[config.mk]
export PLATFORM = sky130hd
export DESIGN_NAME = vga_object_sync
export DESIGN_NICKNAME = d
export VERILOG_FILES = /design/src/rtl/vga_object_sync.sv
export SDC_FILE = /design/constraint.sdc
export NUM_CORES = 1
export LEC_CHECK = 0
export BUFFER_PORTS_ARGS = -buffer_cell sky130_fd_sc_hd__buf_2
export CAP_MARGIN = 20
export CORE_UTILIZATION = 55
export DETAILED_ROUTE_END_ITERATION = 16
export PLACE_DENSITY = 0.83
export SLEW_MARGIN = 10
export SYNTH_ARGS = -nofsm -noshare
export SYNTH_HDL_FRONTEND = slang
export SYNTH_SLANG_ARGS = --single-unit
[constraint.sdc]
create_clock -name clk_50_mhz -period 4.5 [get_ports clk_50_mhz]
set_input_delay 0.9 -clock clk_50_mhz [delete_from_list [all_inputs] [get_ports clk_50_mhz]]
set_output_delay 0.9 -clock clk_50_mhz [all_outputs]
set_load 0.02 [all_outputs]
[src/rtl/vga_object_sync.sv]
// -----------------------------------------------------------------------------
// vga_object_sync
//   640x480@60 Hz VGA timing generator with a small object renderer. Up to
//   NUM_OBJ solid squares are drawn over a black background from a write-only
//   register table (three 16-bit words per object). A sticky frame interrupt is
//   raised at the start of vertical sync.
//
// Ports:
//   clk_50_mhz  in   system clock (50 MHz); pixel rate is half of it
//   rst         in   synchronous active-high reset
//   wren        in   register write strobe
//   addr[5:0]   in   register index (object i uses 3i, 3i+1, 3i+2)
//   ldr[15:0]   in   write data
//   ack         in   interrupt acknowledge, clears IRQ_Vsync
//   rgb[2:0]    out  {red, green, blue}, registered
//   hsync       out  active-low horizontal sync, registered
//   vsync       out  active-low vertical sync, registered
//   IRQ_Vsync   out  frame interrupt, level, sticky until ack
//
// Build option:
//   VGA_BORDER_EN  when defined, the outermost visible rows/columns are forced
//                  to white as a monitor alignment aid.
// -----------------------------------------------------------------------------
module vga_object_sync #(
  parameter int H_VISIBLE = 640,
  parameter int H_FRONT   = 16,
  parameter int H_SYNC    = 96,
  parameter int H_BACK    = 48,
  parameter int V_VISIBLE = 480,
  parameter int V_FRONT   = 10,
  parameter int V_SYNC    = 2,
  parameter int V_BACK    = 33,
  parameter int NUM_OBJ   = 12
) (
  input  logic        clk_50_mhz,
  input  logic        rst,
  input  logic        wren,
  input  logic [5:0]  addr,
  input  logic [15:0] ldr,
  input  logic        ack,
  output logic [2:0]  rgb,
  output logic        hsync,
  output logic        vsync,
  output logic        IRQ_Vsync
);

  localparam int H_TOTAL = H_VISIBLE + H_FRONT + H_SYNC + H_BACK;
  localparam int V_TOTAL = V_VISIBLE + V_FRONT + V_SYNC + V_BACK;

  localparam logic [9:0] HC_LAST   = 10'(H_TOTAL - 1);
  localparam logic [9:0] VC_LAST   = 10'(V_TOTAL - 1);
  localparam logic [9:0] HC_VIS    = 10'(H_VISIBLE);
  localparam logic [9:0] VC_VIS    = 10'(V_VISIBLE);
  localparam logic [9:0] HS_START  = 10'(H_VISIBLE + H_FRONT);
  localparam logic [9:0] HS_END    = 10'(H_VISIBLE + H_FRONT + H_SYNC - 1);
  localparam logic [9:0] VS_START  = 10'(V_VISIBLE + V_FRONT);
  localparam logic [9:0] VS_END    = 10'(V_VISIBLE + V_FRONT + V_SYNC - 1);
  // Last line before vsync: the wrap out of this line enters the sync pulse.
  localparam logic [9:0] VC_PRE_VS = 10'(V_VISIBLE + V_FRONT - 1);

  logic               r_tick;
  logic [9:0]         r_hc;
  logic [9:0]         r_vc;
  logic [NUM_OBJ-1:0] w_hit;
  logic [2:0]         w_obj_col [NUM_OBJ];
  logic [2:0]         w_obj_rgb;
  logic [2:0]         w_pix_rgb;
  logic               w_visible;
  logic               w_border;
  logic               w_irq_set;
  logic               w_unused;

  // ldr[15:10] carries no register bits.
  assign w_unused = ^ldr[15:10];

  // ---------------------------------------------------------------------------
  // Object table and per-object hit test. Each object owns its registers, so
  // the write decode is a plain address match per field.
  // ---------------------------------------------------------------------------
  for (genvar gi = 0; gi < NUM_OBJ; gi++) begin : g_obj
    logic [9:0]  r_x;
    logic [8:0]  r_y;
    logic [2:0]  r_col;
    logic [5:0]  r_size;
    logic [10:0] w_x_end;
    logic [10:0] w_y_end;

    always_ff @(posedge clk_50_mhz) begin
      if (rst) begin
        r_x    <= '0;
        r_y    <= '0;
        r_col  <= '0;
        r_size <= '0;
      end else if (wren) begin
        if (addr == 6'(3 * gi))     r_x <= ldr[9:0];
        if (addr == 6'(3 * gi + 1)) r_y <= ldr[8:0];
        if (addr == 6'(3 * gi + 2)) begin
          r_col  <= ldr[2:0];
          r_size <= ldr[8:3];
        end
      end
    end

    // 11-bit sums: an object running past the right edge simply clips.
    assign w_x_end = {1'b0, r_x} + {5'b0, r_size};
    assign w_y_end = {2'b0, r_y} + {5'b0, r_size};

    assign w_hit[gi] = (r_size != 6'd0)
                    && ({1'b0, r_hc} >= {1'b0, r_x}) && ({1'b0, r_hc} < w_x_end)
                    && ({1'b0, r_vc} >= {2'b0, r_y}) && ({1'b0, r_vc} < w_y_end);
    assign w_obj_col[gi] = r_col;
  end

  // Lowest index wins: scan downwards so lower objects overwrite higher ones.
  always_comb begin
    w_obj_rgb = 3'b000;
    for (int i = NUM_OBJ - 1; i >= 0; i--) begin
      if (w_hit[i]) w_obj_rgb = w_obj_col[i];
    end
  end

  assign w_visible = (r_hc < HC_VIS) && (r_vc < VC_VIS);

`ifdef VGA_BORDER_EN
  localparam logic [9:0] HC_RIGHT  = 10'(H_VISIBLE - 1);
  localparam logic [9:0] VC_BOTTOM = 10'(V_VISIBLE - 1);
  assign w_border = (r_hc == 10'd0) || (r_hc == HC_RIGHT)
                 || (r_vc == 10'd0) || (r_vc == VC_BOTTOM);
`else
  assign w_border = 1'b0;
`endif

  always_comb begin
    w_pix_rgb = 3'b000;
    if (w_visible) w_pix_rgb = w_border ? 3'b111 : w_obj_rgb;
  end

  // Set on the pixel tick that moves the counters to (hc=0, vc=VS_START).
  assign w_irq_set = r_tick && (r_hc == HC_LAST) && (r_vc == VC_PRE_VS);

  // ---------------------------------------------------------------------------
  // Counters, registered video outputs and interrupt.
  // Outputs are computed from the counters before they advance, giving one
  // pixel of latency on rgb, hsync and vsync alike.
  // ---------------------------------------------------------------------------
  always_ff @(posedge clk_50_mhz) begin
    if (rst) begin
      r_tick    <= 1'b0;
      r_hc      <= '0;
      r_vc      <= '0;
      hsync     <= 1'b1;
      vsync     <= 1'b1;
      rgb       <= 3'b000;
      IRQ_Vsync <= 1'b0;
    end else begin
      r_tick <= ~r_tick;
      if (r_tick) begin
        hsync <= !((r_hc >= HS_START) && (r_hc <= HS_END));
        vsync <= !((r_vc >= VS_START) && (r_vc <= VS_END));
        rgb   <= w_pix_rgb;
        if (r_hc == HC_LAST) begin
          r_hc <= '0;
          r_vc <= (r_vc == VC_LAST) ? 10'd0 : r_vc + 10'd1;
        end else begin
          r_hc <= r_hc + 10'd1;
        end
      end
      if (w_irq_set)  IRQ_Vsync <= 1'b1;
      else if (ack)   IRQ_Vsync <= 1'b0;
    end
  end

endmodule

# --- Word level (Yosys, flattened, before mapping) ---
# Index checks and enable logic that the tools add are counted.
op_classes:
  add_sub_neg: 26
  reduce_logical: 106
  n_lt_le_gt_ge: 54
  muxes: 17
  eq_ne: 38
  n_bitwise: 1
op_table:
  columns: ["cell", "n"]
  rows:
  - ["$add 10x6->11", 12]
  - ["$lt 10x11->1", 12]
  - ["$add 9x6->10", 12]
  - ["$ge 10x10->1", 12]
  - ["$ge 10x9->1", 12]
  - ["$lt 10x10->1", 12]
  - ["$eq 6x5->1 const B", 16]
  - ["$reduce_and 2->1", 37]
  - ["$reduce_bool 6->1", 12]
  - ["$logic_and 1x1->1", 53]
  - ["$eq 6x4->1 const B", 8]
  - ["$mux 3", 13]
  - ["$eq 6x3->1 const B", 4]
  - ["$eq 6x6->1 const B", 4]
  - ["$add 10x1->10 const B", 2]
  - ["$eq 10x10->1 const B", 2]
  - ["$mux 10", 2]
  - ["$eq 6x2->1 const B", 2]
  - ["$eq 10x9->1 const B", 1]
  - ["$ge 10x10->1 const B", 1]
  - ["$ge 10x9->1 const B", 1]
  - ["$le 10x10->1 const B", 1]
  - ["$le 10x9->1 const B", 1]
  - ["$lt 10x10->1 const B", 1]
  - ["7 further kinds", 9]
word_totals:
  out_inout_bits: 6
  elab_cells: 297
  reg_bits: 363
  inputBits: 26

# --- Longest topological paths before layout ---
depth:
  ltp_word: 18
  ltp_mapped: 20
  mapped_depth_nobuf: 20

# --- Least setup slack after synthesis ---
# OpenSTA, ideal clock, no wires.
synth_timing:
  path_type: "reg2reg"
  from: "register g_obj[0].r_size[1]"
  to: "register rgb[0]"
  setup_slack_ps: 508
  stages_incl_launch_ff: 19
  synth_period_minus_slack_ps: 3992
  n_path_buf: 0
  arrival_time_ps: 3871
  setup_ps: 121
  t_required_ps: 4379
  path_cell_list: "dfxtp_1 > ha_1 > a21o_1 > a21oi_1 > o21bai_1 > a21oi_1 > nor2b_1 > o21ai_0 > xnor2_1 > ha_1 > or4_1 > a211o_1 > a41oi_1 > a311oi_1 > or4_4 > and3_4 > a32o_1 > a21oi_2 > o21ai_1"
synth_between:
  elab_chain_cells: 7
  elab_cells_between_ends: 11
  cone_classes: "add/sub (2); order compare (2); mux (2); reduce/logical (5)"
synth_lines:
  columns: ["item", "line_no", "rtl"]
  rows:
  - ["start: declaration", "84", "logic [5:0] r_size;"]
  - ["start signal: assignment", "99", "r_size <= ldr[8:3];"]
  - ["$add 10x6->11 / $reduce_bool 6->1 (equally long branches)", "105, 108", null]
  - ["$lt 10x11->1 / $logic_and 1x1->1 (equally long branches)", "109", "&& ({1'b0, r_hc} >= {1'b0, r_x}) && ({1'b0, r_hc} < w_x_end)"]
  - ["$logic_and 1x1->1", "109", null]
  - ["$logic_and 1x1->1", "110", "&& ({1'b0, r_vc} >= {2'b0, r_y}) && ({1'b0, r_vc} < w_y_end);"]
  - ["$logic_and 1x1->1 (*)", "110", null]
  - ["$mux 3 (*)", "118", "if (w_hit[i]) w_obj_rgb = w_obj_col[i];"]
  - ["$mux 3 (*)", "135", "if (w_visible) w_pix_rgb = w_border ? 3'b111 : w_obj_rgb;"]
  - ["end signal: assignment", "160", "rgb <= w_pix_rgb;"]
  - ["end: declaration", "41", "output logic [2:0] rgb,"]
# Mark *: on every way between the ends. The rest lies on a longest branch, timed or not.
# A chain may end at the register's enable or synchronous reset.

# --- Worst setup path in the final report ---
layout_timing:
  from: "register g_obj[9].r_size[0]"
  to: "register rgb[2]"
layout_between:
  elab_chain_cells: 16
  elab_cells_between_ends: 20
  cone_classes: "add/sub (2); order compare (2); mux (11); reduce/logical (5)"
layout_lines:
  columns: ["item", "line_no"]
  rows:
  - ["start: declaration", "84"]
  - ["start signal: assignment", "99"]
  - ["$add 10x6->11 / $reduce_bool 6->1 (equally long branches)", "105, 108"]
  - ["$lt 10x11->1 / $logic_and 1x1->1 (equally long branches)", "109"]
  - ["$logic_and 1x1->1", "109"]
  - ["$logic_and 1x1->1", "110"]
  - ["$logic_and 1x1->1 (*)", "110"]
  - ["$mux 3 (*) (10 in series)", "118"]
  - ["$mux 3 (*)", "135"]
# Marked as above.

==> metrics.md <==
| Metric | Value |
|---|---|
| CTS buffer count | 42 |
| Initial Utilization | a little under three fifths |
| Synth warnings | 0 |
| Fin cells | ~4.2k |
| IO Port Bufs | 25 |
| Mean Syn Cell Area | 8.69 µm² |
| CP peak stage delay | 460 ps |
| Crit-path slowest cell | a2111oi_0 |
| Worst setup EP type | flop |
| CP arrival | 4760 ps |
| Final Cycle Share | 95.2% |
| DRC viols | 0 |
| Layout cell share with drive strength beyond 1 | 6.11% |
| Via/cell ratio | 6.17 |
| CORE AREA | 0.0539 mm² |
| Hold/Removal Path Class | reg2reg |
| Via count | 26.0k |
| Rows | 85 |
| CP startpoint kind | flop |
| Antenna violations before repair | 3 |
| Total grt overflow | 0 |
| Clock transition at path regs | 60 ps |
| Global Route Usage Sum | a little under a third |
| TritonCTS clock tree | yes |
| R2R depth | 17 |
| Fmax | 233 MHz |
| Nets | 4,126 |
| Endpoints failing setup | 0 |
| Final min period | 4290 ps |
| Slew @ Worst Pin | 1200 ps |
| Routed WL per cell | 20.2 µm |
| DP Area | between 0.03 and 0.04 mm² |
| Max VDD drop | 222 µV |
| Post-synth top flop | dfxtp_1 |
| Leading cell type in the layout, fill and taps excluded | ha_1 |
| Worst Path Required | 4970 ps |
| First-pass GRT wire length | roughly 130 mm |
| Clock sinks | about 360 |
| CP Cell Sequence | ha_1 > fa_1 > a211oi_2 > o21bai_1 > a21oi_1 > nor3_1 > xnor2_1 > ha_1 > nand2_1 > nor2_1 > a2111oi_0 > a21o_1 > and4b_2 > nand4bb_1 > nand4_1 > a311oi_2 > o21ai_0 |
| First-pass DRT Iterations | 7 |
| Post-CTS Hold Fix Bufs | 0 |
| Max Cap Viol | 0 |
| CTS Root Cell | clkbuf_16 |
| Most used cell, CP | ha_1 |
| Total power | 7.43 mW |
| Ant diodes | 0 |
| Final Hold Fails | 0 |
| Final HPWL DP | roughly 57 mm |
| Placed cell count | 4,132 |
| Die Area | 0.0556 mm² |
| Largest net degree at the start of global routing | approximately 220 |
| Detail Route Antenna Nets | 0 |
| # IOs | 32 |
| Vias in the first global route | approximately 25k |
| Chip height | 236 µm |
| Pleak | around 15 nW |
| Final wirelength | 84.9 mm |
| Max H-tree Level | 2 |
| Number of synthesized register bits | 363 |
| Synthesized Nets | 4,101 |
| Initial DRC count | 2,148 |
| Layout Utilization | 60.8% |
| Clk Latency, worst-skew pair | approximately 600 ps |
| Worst clock skew | 12.0 ps |
| GPL Wtd Cong | around 0.94 |
| Power Density | 227 mW/mm² |
| Slew headroom | approximately a fifth |
| Register area share after synthesis | around a quarter |
| Post-synth ARST share | 0% |
| Die Span X | 236 µm |
| Netlist cell types | just over 70 |
| Crit path max fanout | 8 |
| Outcome | finished, final reports clean |
| Max Slew Vio Count | 0 |
| Synth-to-Final Area Change | 9.02% |
| Commonest non-fill, non-tap cells in the layout | 593 x ha_1, 381 x nor2_1, 341 x dfxtp_1, 298 x inv_1, 291 x mux2i_1 |
| EDFF count, synth | 0 |
| Final instance area | 0.0328 mm² |
| Kind of critical path | reg2reg |
| Hold Path Stages | 2 |
| CTS Buffer Depth | 3 |
| Cells after Synth | about 3.5k |
| Synth Cell Area | 0.0301 mm² |
-- stage by stage --
step	setup TNS (ps)	hold slack, ps	worst slack [ps]
finish	0	466	215
global route	-19.6	488	-11.8
CTS	0	466	11.5
detailed placement	0	458	60.7
global placement	0	443	97.2
floorplan	0	432	508
-- report_power, final --
part           switching, mW  leakage (nW)  internal, mW
clock network           1.52         0.726          2.20
logic                  0.311          11.1         0.135
registers             0.0242          2.94          3.23
total                   1.86          14.8          5.57
-- worst max-delay path: cells and delay by family (launching register included) --
family / cells / cell delay (ps)
AOI/OAI and AO/OA: 7 / 1820
adders and majority gates: 3 / 980
DFF: 1 / 350
xor gates and xnor gates: 1 / 130
and+or+nand+nor: 6 / 880
-- path summary, 6_finish.rpt --
path	slack, ps	start	endpoint
worst max-delay path	210	g_obj[9].r_size[0]	rgb[2]
worst min-delay path	470	g_obj[1].r_x[9]	g_obj[1].r_x[9]
worst max register to register	210	g_obj[9].r_size[0]	rgb[2]
worst min register to register	470	g_obj[1].r_x[9]	g_obj[1].r_x[9]
-- cells by family (layout without fill, tap and decap cells) --
group	Yosys count	in the layout	share of synthesized area [%]
adders and majority gates	617	617	26.3
AOI/OAI and AO/OA	719	719	15.6
and+or+nand+nor	866	866	13.5
muxes	291	291	9.69
DFF	363	363	24.2
buffers and inverters	411	470	5.17
xor gates and xnor gates	191	191	5.57
-- synthesized netlist by cell type, drive strengths merged, types with 7 or more instances --
cell     number  area share (%)
xor2         32            0.93
clkbuf      107             1.3
ha          593              25
nand2b       48             1.0
a211o        10            0.29
o211ai       17            0.42
o21a         34            0.85
o2111ai      22            0.64
fa           24             1.6
inv         298             3.7
or4          13            0.34
a21oi       221             3.7
nand2       139             1.7
nand4        43            0.90
a21o         93             2.3
nor3         47            0.78
o31a          7            0.20
a211oi       39            0.97
xnor2       159             4.6
a31oi        15            0.31
and3         12            0.27
nor2        381             4.8
a2111oi      23            0.67
mux2i       291             9.7
o21ai       118             2.0
dfxtp       363              24
o21bai       62             1.5
nor4         21            0.44
nor2b        33            0.69
nand3        86             1.4
-- routing by layer --
| layer | part of all wire, % | vias to the layer above | track usage (%) |
|---|---|---|---|
| li1 | - | 12406 | - |
| met1 | 41 | 12239 | 37.7 |
| met2 | 44 | 1043 | 49.7 |
| met3 | 9.2 | 299 | 5.12 |
| met4 | 5.8 | 2 | 16.0 |
| met5 | 0.0071 | - | 0 |
-- final cells by class --
| cell class | instances | area [µm²] |
|---|---|---|
| clock buffers | 55 | 1180 |
| clock inverters | 23 | 295 |
| fillers | 4386 | 21200 |
| inverters | 298 | 1120 |
| multi-input cells | 2684 | 21300 |
| flip-flops and latches | 363 | 7290 |
| well taps | 696 | 871 |
| repair buffers | 94 | 682 |
-- state kept, by name (all words and copies together) (netlist names) --
name and count:
g_obj.r_x 120, g_obj.r_y 108, g_obj.r_size 72, g_obj.r_col 36, r_hc 10, r_vc 10
rgb 3, IRQ_Vsync 1, hsync 1, r_tick 1, vsync 1
-- what timing repair did --
action | 4_1_cts | 5_1_grt
endpoints found under the setup margin | 0 | 3
hold endpoints to repair | 0 | 0
setup buffers | 0 | 2
gates resized for setup | 0 | 19
Note: power is estimated with default switching activity, not from simulation.
